===== config.mk =====
export PLATFORM = sky130hd
export DESIGN_NAME = exc_commit_unit
export DESIGN_NICKNAME = d
export VERILOG_FILES = /design/src/rtl/exc_commit_unit_pkg.sv /design/src/rtl/exc_prio_enc.sv /design/src/rtl/exc_commit_unit.sv
export SDC_FILE = /design/constraint.sdc
export NUM_CORES = 1
export LEC_CHECK = 0
export BUFFER_PORTS_ARGS = -buffer_cell sky130_fd_sc_hd__buf_2
export CAP_MARGIN = 10
export CORE_AREA = 2 2 103 105
export DETAILED_ROUTE_END_ITERATION = 7
export DIE_AREA = 0 0 105 107
export HOLD_SLACK_MARGIN = 0.15
export PLACE_DENSITY_LB_ADDON = 0.1
export SYNTH_ARGS = -nofsm -noshare
export SYNTH_HDL_FRONTEND = slang
export SYNTH_SLANG_ARGS = --single-unit
export TNS_END_PERCENT = 1

===== constraint.sdc =====
create_clock -name clk -period 3.38 [get_ports clk]
set_clock_uncertainty 0.05 [all_clocks]
set_input_delay 0.676 -clock clk [delete_from_list [all_inputs] [get_ports clk]]
set_output_delay 0.676 -clock clk [all_outputs]
set_load 0.005 [all_outputs]

===== src/rtl/exc_commit_unit_pkg.sv =====
// Shared cause codes, FSM encodings and the per-instruction exception record
// for exc_commit_unit.
package exc_commit_unit_pkg;

    localparam int PC_W     = 32;
    localparam int ECODE_W  = 6;
    localparam int ESUB_W   = 9;

    localparam logic [ECODE_W-1:0] ECODE_INT  = 6'h00;
    localparam logic [ECODE_W-1:0] ECODE_ADEF = 6'h08;
    localparam logic [ECODE_W-1:0] ECODE_ALE  = 6'h09;
    localparam logic [ECODE_W-1:0] ECODE_SYS  = 6'h0B;
    localparam logic [ECODE_W-1:0] ECODE_BRK  = 6'h0C;
    localparam logic [ECODE_W-1:0] ECODE_INE  = 6'h0D;
    localparam logic [ESUB_W-1:0]  ESUB_NONE  = 9'h000;

    localparam logic [0:0] ST_IDLE  = 1'b0;
    localparam logic [0:0] ST_FLUSH = 1'b1;

    typedef struct packed {
        logic            valid;
        logic [PC_W-1:0] pc;
        logic            intr;
        logic            adef;
        logic            ine;
        logic            sys;
        logic            brk;
        logic            ertn;
        logic            ale;
    } exc_rec_t;

endpackage


===== src/rtl/exc_prio_enc.sv =====
// Fixed-priority exception cause encoder for the record sitting in MEM.
module exc_prio_enc
    import exc_commit_unit_pkg::*;
(
    input  logic               valid,
    input  logic               intr,
    input  logic               adef,
    input  logic               ine,
    input  logic               sys,
    input  logic               brk,
    input  logic               ale,
    output logic               fault,
    output logic [ECODE_W-1:0] ecode,
    output logic [ESUB_W-1:0]  esubcode
);

    always_comb begin
        fault    = 1'b0;
        ecode    = '0;
        esubcode = ESUB_NONE;
        if (valid) begin
            fault = 1'b1;
            priority case (1'b1)
                intr:    ecode = ECODE_INT;
                adef:    ecode = ECODE_ADEF;
                ine:     ecode = ECODE_INE;
                sys:     ecode = ECODE_SYS;
                brk:     ecode = ECODE_BRK;
                ale:     ecode = ECODE_ALE;
                default: fault = 1'b0;
            endcase
        end
    end

endmodule


===== src/rtl/exc_commit_unit.sv =====
// Carries ID/EX exception causes to MEM, commits one trigger or ERTN to the CSR file.
// Optional EXC_ADDR_CHECK_EN: internal PC alignment check and EX_mem_misalign input.
module exc_commit_unit
    import exc_commit_unit_pkg::*;
#(
    parameter int FLUSH_CYCLES = 2,
    parameter int CNT_W        = 2
) (
    input  logic               clk,
    input  logic               rst,
    input  logic               stall,
    input  logic               ID_valid,
    input  logic [PC_W-1:0]    ID_pc,
    input  logic               ID_adef,
    input  logic               ID_ine,
    input  logic               ID_sys,
    input  logic               ID_brk,
    input  logic               ID_ertn,
    input  logic               EX_ale,
`ifdef EXC_ADDR_CHECK_EN
    input  logic               EX_mem_misalign,
`endif
    input  logic               INT,
    input  logic [PC_W-1:0]    EENTRY_out,
    input  logic [PC_W-1:0]    ERA_out,
    output logic               exc_sig,
    output logic [ECODE_W-1:0] Ecode,
    output logic [ESUB_W-1:0]  EsubCode,
    output logic [PC_W-1:0]    PC,
    output logic               ERTN,
    output logic               flush,
    output logic               redirect_valid,
    output logic [PC_W-1:0]    redirect_pc
);

    localparam logic [CNT_W-1:0] CNT_LOAD = CNT_W'(FLUSH_CYCLES - 1);

    logic [0:0]         state;
    logic [CNT_W-1:0]   cnt;
    exc_rec_t           rec_ex;
    exc_rec_t           rec_mem;
    exc_rec_t           id_rec;
    exc_rec_t           mem_next;
    logic               idle;
    logic               id_adef;
    logic               ex_ale;
    logic               int_busy;
    logic               int_tag;
    logic               fault;
    logic [ECODE_W-1:0] enc_ecode;
    logic [ESUB_W-1:0]  enc_esub;

`ifdef EXC_ADDR_CHECK_EN
    assign id_adef = ID_adef | (ID_pc[1:0] != 2'b00);
    assign ex_ale  = EX_ale | EX_mem_misalign;
`else
    assign id_adef = ID_adef;
    assign ex_ale  = EX_ale;
`endif

    assign idle = (state == ST_IDLE);

    // Only one interrupt-tagged instruction may be in flight at a time.
    assign int_busy = (rec_ex.valid & rec_ex.intr)
                    | (rec_mem.valid & rec_mem.intr);
    assign int_tag  = INT & ID_valid & idle & ~int_busy;

    always_comb begin
        id_rec       = '0;
        id_rec.valid = ID_valid;
        id_rec.pc    = ID_pc;
        id_rec.intr  = int_tag;
        id_rec.adef  = id_adef;
        id_rec.ine   = ID_ine;
        id_rec.sys   = ID_sys;
        id_rec.brk   = ID_brk;
        id_rec.ertn  = ID_ertn;
        mem_next     = rec_ex;
        mem_next.ale = rec_ex.ale | ex_ale;
    end

    exc_prio_enc u_prio (
        .valid    (rec_mem.valid),
        .intr     (rec_mem.intr),
        .adef     (rec_mem.adef),
        .ine      (rec_mem.ine),
        .sys      (rec_mem.sys),
        .brk      (rec_mem.brk),
        .ale      (rec_mem.ale),
        .fault    (fault),
        .ecode    (enc_ecode),
        .esubcode (enc_esub)
    );

    assign exc_sig = fault & idle;
    assign ERTN    = rec_mem.valid & rec_mem.ertn & ~fault & idle;
    assign flush   = exc_sig | ERTN;

    assign Ecode          = exc_sig ? enc_ecode : '0;
    assign EsubCode       = exc_sig ? enc_esub : '0;
    assign PC             = exc_sig ? rec_mem.pc : '0;
    assign redirect_valid = flush;
    assign redirect_pc    = exc_sig ? EENTRY_out
                          : ERTN    ? ERA_out
                          :           '0;

    // A flush wins over stall so a stalled faulting record cannot retrigger.
    always_ff @(posedge clk or posedge rst) begin
        if (rst) begin
            rec_ex  <= '0;
            rec_mem <= '0;
        end else if (flush) begin
            rec_ex.valid  <= 1'b0;
            rec_mem.valid <= 1'b0;
        end else if (!stall) begin
            rec_ex  <= id_rec;
            rec_mem <= mem_next;
        end
    end

    always_ff @(posedge clk or posedge rst) begin
        if (rst) begin
            state <= ST_IDLE;
            cnt   <= '0;
        end else begin
            unique case (state)
                ST_IDLE: begin
                    if (flush) begin
                        state <= ST_FLUSH;
                        cnt   <= CNT_LOAD;
                    end
                end
                ST_FLUSH: begin
                    if (cnt == '0) state <= ST_IDLE;
                    else           cnt   <= cnt - 1'b1;
                end
                default: state <= ST_IDLE;
            endcase
        end
    end

endmodule


# Word level (Yosys, flattened, before mapping)
# Cells that the tools add are included.
# W data, S select, Z words.
totals:
  out_inout_bits: 83
  ff_bits: 82
op_classes:
  bitwise_logic: 16
  eq_ne: 3
  n_mux: 28
  add_sub_neg: 1
  n_reduce_logical: 3
op_table:
  columns: ["operator", "n"]
  rows:
  - ["$mux W32", 3]
  - ["$mux W40", 2]
  - ["$mux W6", 7]
  - ["$mux W1", 11]
  - ["$and A1 B1 Y1", 9]
  - ["$not A1 Y1", 5]
  - ["$mux W2", 2]
  - ["$mux W4", 1]
  - ["$ne A2 B2 Y1 const B", 2]
  - ["$pmux W2 S2", 1]
  - ["$reduce_and A2 Y1", 2]
  - ["$logic_not A2 Y1", 1]
  - ["$ne A2 B1 Y1 const B", 1]
  - ["$or A1 B1 Y1", 2]
  - ["$pmux W1 S2", 1]
  - ["$sub A2 B1 Y2 const B", 1]

# Logic depth before layout (Yosys ltp)
# Gate-level depths: netlist of run 1.
logic_depth:
  depth_word: 13
  mapped_depth: 6

# Hierarchy
# A second synthesis of run 1 with hierarchy kept.
hier_totals:
  hier_cells: 310
  hier_area_um2: 4077.7
by_module_without_submodules:
  columns: ["mod", "instances", "area_per_inst_um2", "seq_area_each_um2", "cells_each"]
  rows:
  - ["exc_commit_unit", 1, 3907.5, 2052.0, 284]
  - ["exc_prio_enc", 1, 170.2, 0.0, 26]

# Worst setup path after synthesis of run 1
# Ideal clock, no wire load.
synth_path:
  path_type: "register to output"
  start: "reg rec_mem[4] (netlist bit)"
  end: "out redirect_pc[10]"
  arrival_ns: 1.853
  required_ns: 2.654
  path_stages_with_launch: 7
  setup_slack_ns: 0.801
  n_path_buf: 3
  cell_sequence: "dfrtp_1 or4_1 buf_2 o31a_1 buf_2 buf_6 a22o_1"
synth_via:
  elab_chain_cells: 9
  elab_cells_between_ends: 10
  cone_classes: "mux: 6; bitwise: 4"
synth_lines:
  columns: ["element", "line", "rtl"]
  rows:
  - ["start: declaration", "exc_commit_unit.sv:41", "exc_rec_t rec_mem;"]
  - ["start signal: assignment", "exc_commit_unit.sv:117", "rec_mem <= mem_next;"]
  - ["$mux W1 * (3 in series)", "exc_prio_enc.sv:23", "priority case (1'b1)"]
  - ["$mux W1 *", "exc_prio_enc.sv:21", "if (valid) begin"]
  - ["$not A1 Y1", "exc_commit_unit.sv:96", "assign ERTN = rec_mem.valid & rec_mem.ertn & ~fault & idle;"]
  - ["$and A1 B1 Y1 (2 in series)", "exc_commit_unit.sv:96", null]
  - ["$mux W32", "exc_commit_unit.sv:104", ": ERTN ? ERA_out"]
  - ["$mux W32 *", "exc_commit_unit.sv:103", "assign redirect_pc = exc_sig ? EENTRY_out"]
  - ["end: declaration", "exc_commit_unit.sv:33", "output logic [PC_W-1:0] redirect_pc"]
# Mark *: on every way between the ends. The rest lies on a longest branch, timed or not.

# Worst setup path after layout of run 1
layout_path:
  start: "reg rec_mem[4] (netlist bit)"
  end: "out redirect_pc[18]"
# The elaborated chain is that of the path after synthesis.

==> impl_results.md, run 1 <==
- Critical path launch point type: flip-flop
- Period utilization: 0.942
- Ant diodes: 0
- Worst Path Max Fanout: 46
- P&R area growth vs syn: 22.5%
- Most frequent cells in the layout: buf_2 (177), o211ai_1 (140), dfrtp_1 (82)
- Multi-input gate area: about 2600 µm²
- Initial antenna violation count: 0
- Post-synthesis sequential area ratio: 0.412
- Io pins: 190
- DR iter-0 viols: 370
- Max-cap viol count: 0
- Clock Path Buffers: 2
- Yosys cell types: 31
- GRT overflow: 0
- Ratio of cells with drive above 1 in the final layout: 0.305
- Htree depth: 3
- Final RePlAce weighted congestion: 0.793
- Clock sink count: approximately 80
- Post-CTS Setup Inserts: 0
- Vias in the first global route: around 4300
- ANT nets after route: 0
- Crit end category: primary output
- Site Rows: 37
- Tightest Hold Check Type: in2async
- Final WL: approximately 13 mm
- Cell area after synthesis: approximately 5000 µm²
- Fmax: between 300 and 400 MHz
- DR DRC count: 0
- Reg2reg end: mem_next[28]
- Layout Cells excl Fill: approximately 830
- Die Width: 105 µm
- Pre-Repair DR Iteration Count: 4
- Worst EP required: roughly 2.7 ns
- Placed cell count: 817
- Layout net count: 801
- Final HPWL DP: around 8.3 mm
- Core ar.: 10100 µm²
- Peak supply drop: a little under 0.6 mV
- RSZ-0062 raised after global routing: false
- Power per cell area: between 700 and 800 nW/µm²
- Die height: roughly 110 µm
- CP max-delay cell: or4_4
- Worst r2r path cells: 5
- Bufs and invs on worst path: 2
- Worst-Margin Slew: 0.949 ns
- Max-slew violation count: 0
- Input/output buffers: ~180
- DP Area: 5840 µm²
- CTS tree: built
- R2r setup slk: approximately 0.76 ns
- Leakage: about 0.0028 µW
- Setup violators final: 0
- Cell count after synthesis: roughly 560
- Syn Area/Cell: about 9.0 µm²
- Crit-path leading delay family: compound AO/OA/AOI/OAI gates
- Setup TNS: 0 ns
- Minimum clock period: 3.18 ns
- CTS Buf Count: 9
- Worst Setup Path Type: reg2out
- Later-pin clock latency in the skew report: about 0.36 ns
- DR vias/cell: between 5 and 6
- Hold buffers post-CTS: 0
- Starting density of the core: 0.494
- Most common cell after layout, fill and taps aside: buf_2
- Slew headroom: 0.367
- Wirelength per Cell: roughly 16 µm
- GRT Util Overall: 0.241
- WP data arrival: ~2.5 ns
- CP cell instances: or4_4, o31a_4, buf_12, a22o_1, buf_2
- Fill cells: between 900 and 1000
- Via count: approximately 4600
- Hold violation count in the final report: 0
- Synth Flop Type: dfrtp_1
- R2r startpoint: rec_mem[4]
- First-pass GRT wire length: 22.1 mm
- Largest net degree at the start of global routing: approximately 120
- Seq. cell area: roughly 2100 µm²
- Design area: 6100 µm²
- Number of flops mapped to enable cells by yosys: 0
- Worst path max stage delay: 0.62 ns
- CTS clk-pin slew, worst paths: roughly 0.090 ns
- #FFs+latches synth: between 80 and 90
- CTS root buffer: clkbuf_8
- Synth warn: 0
- Post-synth ARST share: 1.00
- Die area: 11200 µm²
- Status: complete, no violations
-- layer usage --
metal / wire [µm] / track usage / vias up
met5: 0 / 0 / -
met4: 80 / 0.0457 / 0
met3: 843 / 0.0553 / 7
met2: 6350 / 0.365 / 144
met1: 6200 / 0.354 / 2188
li1: - / - / 2260
-- layout make-up --
type,instances,share of cell area
clock buffers,10,0.0225
clock inverters,6,0.0148
inverters,5,0.00328
multi-input cells,407,0.431
flip-flops and latches,82,0.336
well taps,136,0.0279
repair buffers,188,0.164
-- cells by family after synthesis --
kind of cell    after synthesis  synth area share
mux                           2           0.00402
compound gates              195             0.295
flops                        82             0.412
fa+ha+maj                     1           0.00251
other cells                   1          0.000752
buf+inv                      78            0.0753
simple gates                197             0.211
-- worst max-delay path by stage --
stage,slack (ns),to,from,cells after the start
finish,0.20,redirect_pc[18],rec_mem[4],5
global route,0.12,redirect_pc[18],rec_mem[4],5
CTS,0.01,redirect_pc[29],rec_mem[4],5
detailed placement,0.28,redirect_pc[5],rec_mem[4],6
global placement,0.35,redirect_pc[7],rec_mem[4],6
floorplan,0.55,cnt[0],rst,1
-- cells in the mapped netlist (2+ instances only) --
master | count | area share
buf_6 | 3 | 0.0068
buf_1 | 7 | 0.0053
o211ai_1 | 140 | 0.21
a211oi_1 | 2 | 0.0030
buf_2 | 12 | 0.012
nand2_1 | 73 | 0.055
and2_1 | 32 | 0.040
or4_1 | 2 | 0.0030
inv_1 | 5 | 0.0038
buf_4 | 12 | 0.018
o21ai_0 | 14 | 0.014
nor2_1 | 4 | 0.0030
dfrtp_1 | 82 | 0.41
a22o_1 | 33 | 0.058
o21a_1 | 2 | 0.0030
nand2b_1 | 79 | 0.099
clkbuf_1 | 39 | 0.029
mux2i_1 | 2 | 0.0040
-- registers in the layout (all words and copies together), names as in the netlist --
| signal | flops |
|---|---|
| rec_mem | 40 |
| mem_next | 39 |
| cnt | 2 |
| state | 1 |
-- power by group --
group,switching [µW],internal (µW)
clock,370,437
sequential,371,1440
combinational,1180,798
-- through the flow --
step / util / setup slack (ns) / power (µW) / hold WS, ns
finish: 0.605 / 0.196 / 4590 / 0.367
global route: 0.605 / 0.117 / 4970 / 0.436
detailed placement: 0.578 / 0.275 / 3750 / 0.452
global placement: 0.578 / 0.350 / 3670 / 0.444
floorplan: - / 0.546 / 3150 / 0.431
CTS: 0.602 / 0.0106 / 4570 / 0.399
-- timing repair --
action,4_1_cts,5_1_grt
cloned,0,1
endpoints found under the setup margin,33,37
pin swaps,0,1
resized for setup,2,6
No activity file was read; power rests on OpenSTA's default activity.
==> run 2, diff against run 1 <==
--- a/config.mk
+++ b/config.mk
@@ -5,11 +5,12 @@
 export SDC_FILE = /design/constraint.sdc
 export NUM_CORES = 1
 export LEC_CHECK = 0
+export ABC_AREA = 1
 export BUFFER_PORTS_ARGS = -buffer_cell sky130_fd_sc_hd__buf_2
 export CAP_MARGIN = 10
-export CORE_AREA = 2 2 103 105
+export CORE_AREA = 2 2 98 100
 export DETAILED_ROUTE_END_ITERATION = 7
-export DIE_AREA = 0 0 105 107
+export DIE_AREA = 0 0 100 102
 export HOLD_SLACK_MARGIN = 0.15
 export PLACE_DENSITY_LB_ADDON = 0.1
 export SYNTH_ARGS = -nofsm -noshare
==> impl_results.md, run 2 <==
- Post-synthesis simple-gate area fraction: 0.402
- Most frequent cell after synthesis: nand2_1
- Period utilization: 0.847
- Site Rows: 35
- Ant diodes: 0
- Initial antenna violation count: 0
- Most frequent cells in the layout: nand2_1 (263), buf_2 (178), nand4_1 (84)
- Synth Flop Type: dfrtp_1
- Cell count after synthesis: 581
- Most frequent CP cell: nand2_1
- Slew headroom: 0.438
- Minimum clock period: 2.86 ns
- Die area: just over 10000 µm²
- Vias in the first global route: 3835
- Status: complete, no violations
- CP max-delay cell: dfrtp_1
- Peak supply drop: 0.395 mV
- Crit end category: primary output
- Post-synthesis sequential area ratio: 0.477
- DR iter-0 viols: between 200 and 250
- Max-slew violation count: 0
- Hold buffers post-CTS: 0
- Wirelength per Cell: approximately 13 µm
- Io pins: 190
- Compound-gate portion of the synthesized area: 0.00116
- Multiplexer area fraction after synthesis: 0
- Clock Path Buffers: 2
- Cell area after synthesis: between 4000 and 5000 µm²
- Worst path max stage delay: about 0.42 ns
- Fmax: around 350 MHz
- Ratio of cells with drive above 1 in the final layout: 0.287
- Later-pin clock latency in the skew report: roughly 0.35 ns
- DR vias/cell: around 5.1
- Power per cell area: slightly above 700 nW/µm²
- Largest register FFs: 40
- Worst-Margin Slew: ~0.84 ns
- Input/output buffers: between 150 and 200
- Worst Path Max Fanout: 33
- Tightest Hold Check Type: in2async
- Cell taking the most area after synthesis: dfrtp_1
- Max-cap viol count: 0
- Syn Area/Cell: 7.40 µm²
- Final WL: 11.3 mm
- CTS tree: built
- Largest net degree at the start of global routing: 86
- Multi-input gate area: roughly 1800 µm²
- Worst Setup Path Type: reg2out
- CTS Buf Count: 9
- Synth top area share: 0.477
- Largest family of logic cells by synthesized area: simple AND/OR/NAND/NOR gates
- Htree depth: 3
- ANT nets after route: 0
- Clock sink count: 82
- Fill cells: approximately 900
- Final core occ: 0.586
- First-pass GRT wire length: around 18 mm
- Worst EP required: ~2.7 ns
- Post-Synth Adder-Cell Area: 0.00291
- CTS root buffer: clkbuf_8
- Most common cell after layout, fill and taps aside: nand2_1
- Cts repair resizes: 0
- DR DRC count: 0
- Post-synth ARST share: 1.00
- Die Width: 100 µm
- Critical path launch point type: flip-flop
- GRT Util Overall: 0.219
- Starting density of the core: 0.472
- Pre-Repair DR Iteration Count: 5
- Layout net count: about 840
- Seq. cell area: a little over 2000 µm²
- Leakage: ~0.0032 µW
- Largest Register: rec_mem
- Setup violators final: 0
- Post-CTS Setup Inserts: 0
- CTS clk-pin slew, worst paths: ~0.08 ns
- Post-Synth XOR/XNOR Area: 0
- Final HPWL DP: slightly below 8 mm
- Die height: around 100 µm
- CP cell instances: nor2_1, nand4_1, nand2_4, inv_2, nand2_1, nand2_1, buf_2
- Core ar.: just over 9000 µm²
- GRT overflow: 0
- RSZ-0062 raised after global routing: false
- Via count: around 4300
- Synth warn: 0
- Synth cell count leaders: nand2_1 (263), nand4_1 (84), dfrtp_1 (82)
- Top cells by area in the synthesized netlist: dfrtp_1 (48%), nand2_1 (23%), nand4_1 (12%), inv_1 (3.6%), nor2_1 (3.3%)
- Final RePlAce weighted congestion: around 0.85
- #FFs+latches synth: between 80 and 90
- Setup TNS: 0 ns
- P&R area growth vs syn: 24.3%
- Number of flops mapped to enable cells by yosys: 0
- Hold violation count in the final report: 0
- Yosys cell types: 20
- WP data arrival: between 2 and 2.5 ns
run 2: cell types whose count changed in the layout (fill, tap and decap cells not counted), sizes merged, moves of 4 or more:
cell	previous run	this run
nand2b	79	0
a22o	33	0
nand4	0	84
and2	32	0
o21ai	14	1
nand2	73	265
nand3	0	4
o211ai	140	0
inv	4	42
nor2	4	40
run 2: stage by stage:
step / hold WS (ns) / total power, µW / instance area, µm² / instances / setup WS (ns)
after floorplan: 0.392 / 2710 / 4340 / 591 / 0.546
after global placement: 0.404 / 3090 / 5130 / 835 / 0.945
after detailed placement: 0.409 / 3150 / 5130 / 835 / 0.891
after CTS: 0.298 / 3910 / 5340 / 850 / 0.502
after global routing: 0.327 / 4220 / 5340 / 850 / 0.313
final: 0.292 / 3870 / 5340 / 850 / 0.516
run 2: cells by family after synthesis:
kind of cell             Yosys count
AND/OR/NAND/NOR                  397
buffers and inverters             99
flip-flops                        82
AO/OA/AOI/OAI                      1
adder cells (fa/ha/maj)            1
other                              1
run 2: worst paths after layout:
kind                        startpoint  cells after the start  slack [ns]               to
max                         rec_mem[3]                      7        0.52  redirect_pc[31]
min                                rst                      2        0.29      rec_mem[28]
max reg2reg                 rec_mem[3]                      8        1.26      rec_mem[11]
min reg2reg                rec_mem[10]                      2        0.42      rec_mem[10]
max in group asynchronous          rst                      3        2.19     mem_next[37]
min in group clk           rec_mem[10]                      2        0.42      rec_mem[10]
run 2: critical path: cells and delay by family (launching register included):
family	cells	cell delay [ns]
flip-flops	1	0.42
AND/OR/NAND/NOR	5	0.93
buffers and inverters	2	0.42
run 2: cell type report:
class | instances | share of cell area
clock buffers | 10 | 0.0239
clock inverters | 5 | 0.0150
inverters | 43 | 0.0305
multi-input cells | 410 | 0.336
flip-flops and latches | 82 | 0.384
well taps | 111 | 0.0260
repair buffers | 189 | 0.185
run 2: layer usage:
layer  global-route usage  vias to the layer above  share of wire
li1                     -                     2130              -
met1                0.274                     2012           0.42
met2                0.383                      148           0.49
met3               0.0321                       16          0.063
met4               0.0927                        0          0.025
met5                    0                        -              0
run 2: power breakdown:
part / internal [µW] / switching, µW
sequential: 1410 / 251
clock: 411 / 345
combinational: 553 / 905
total: 2370 / 1500
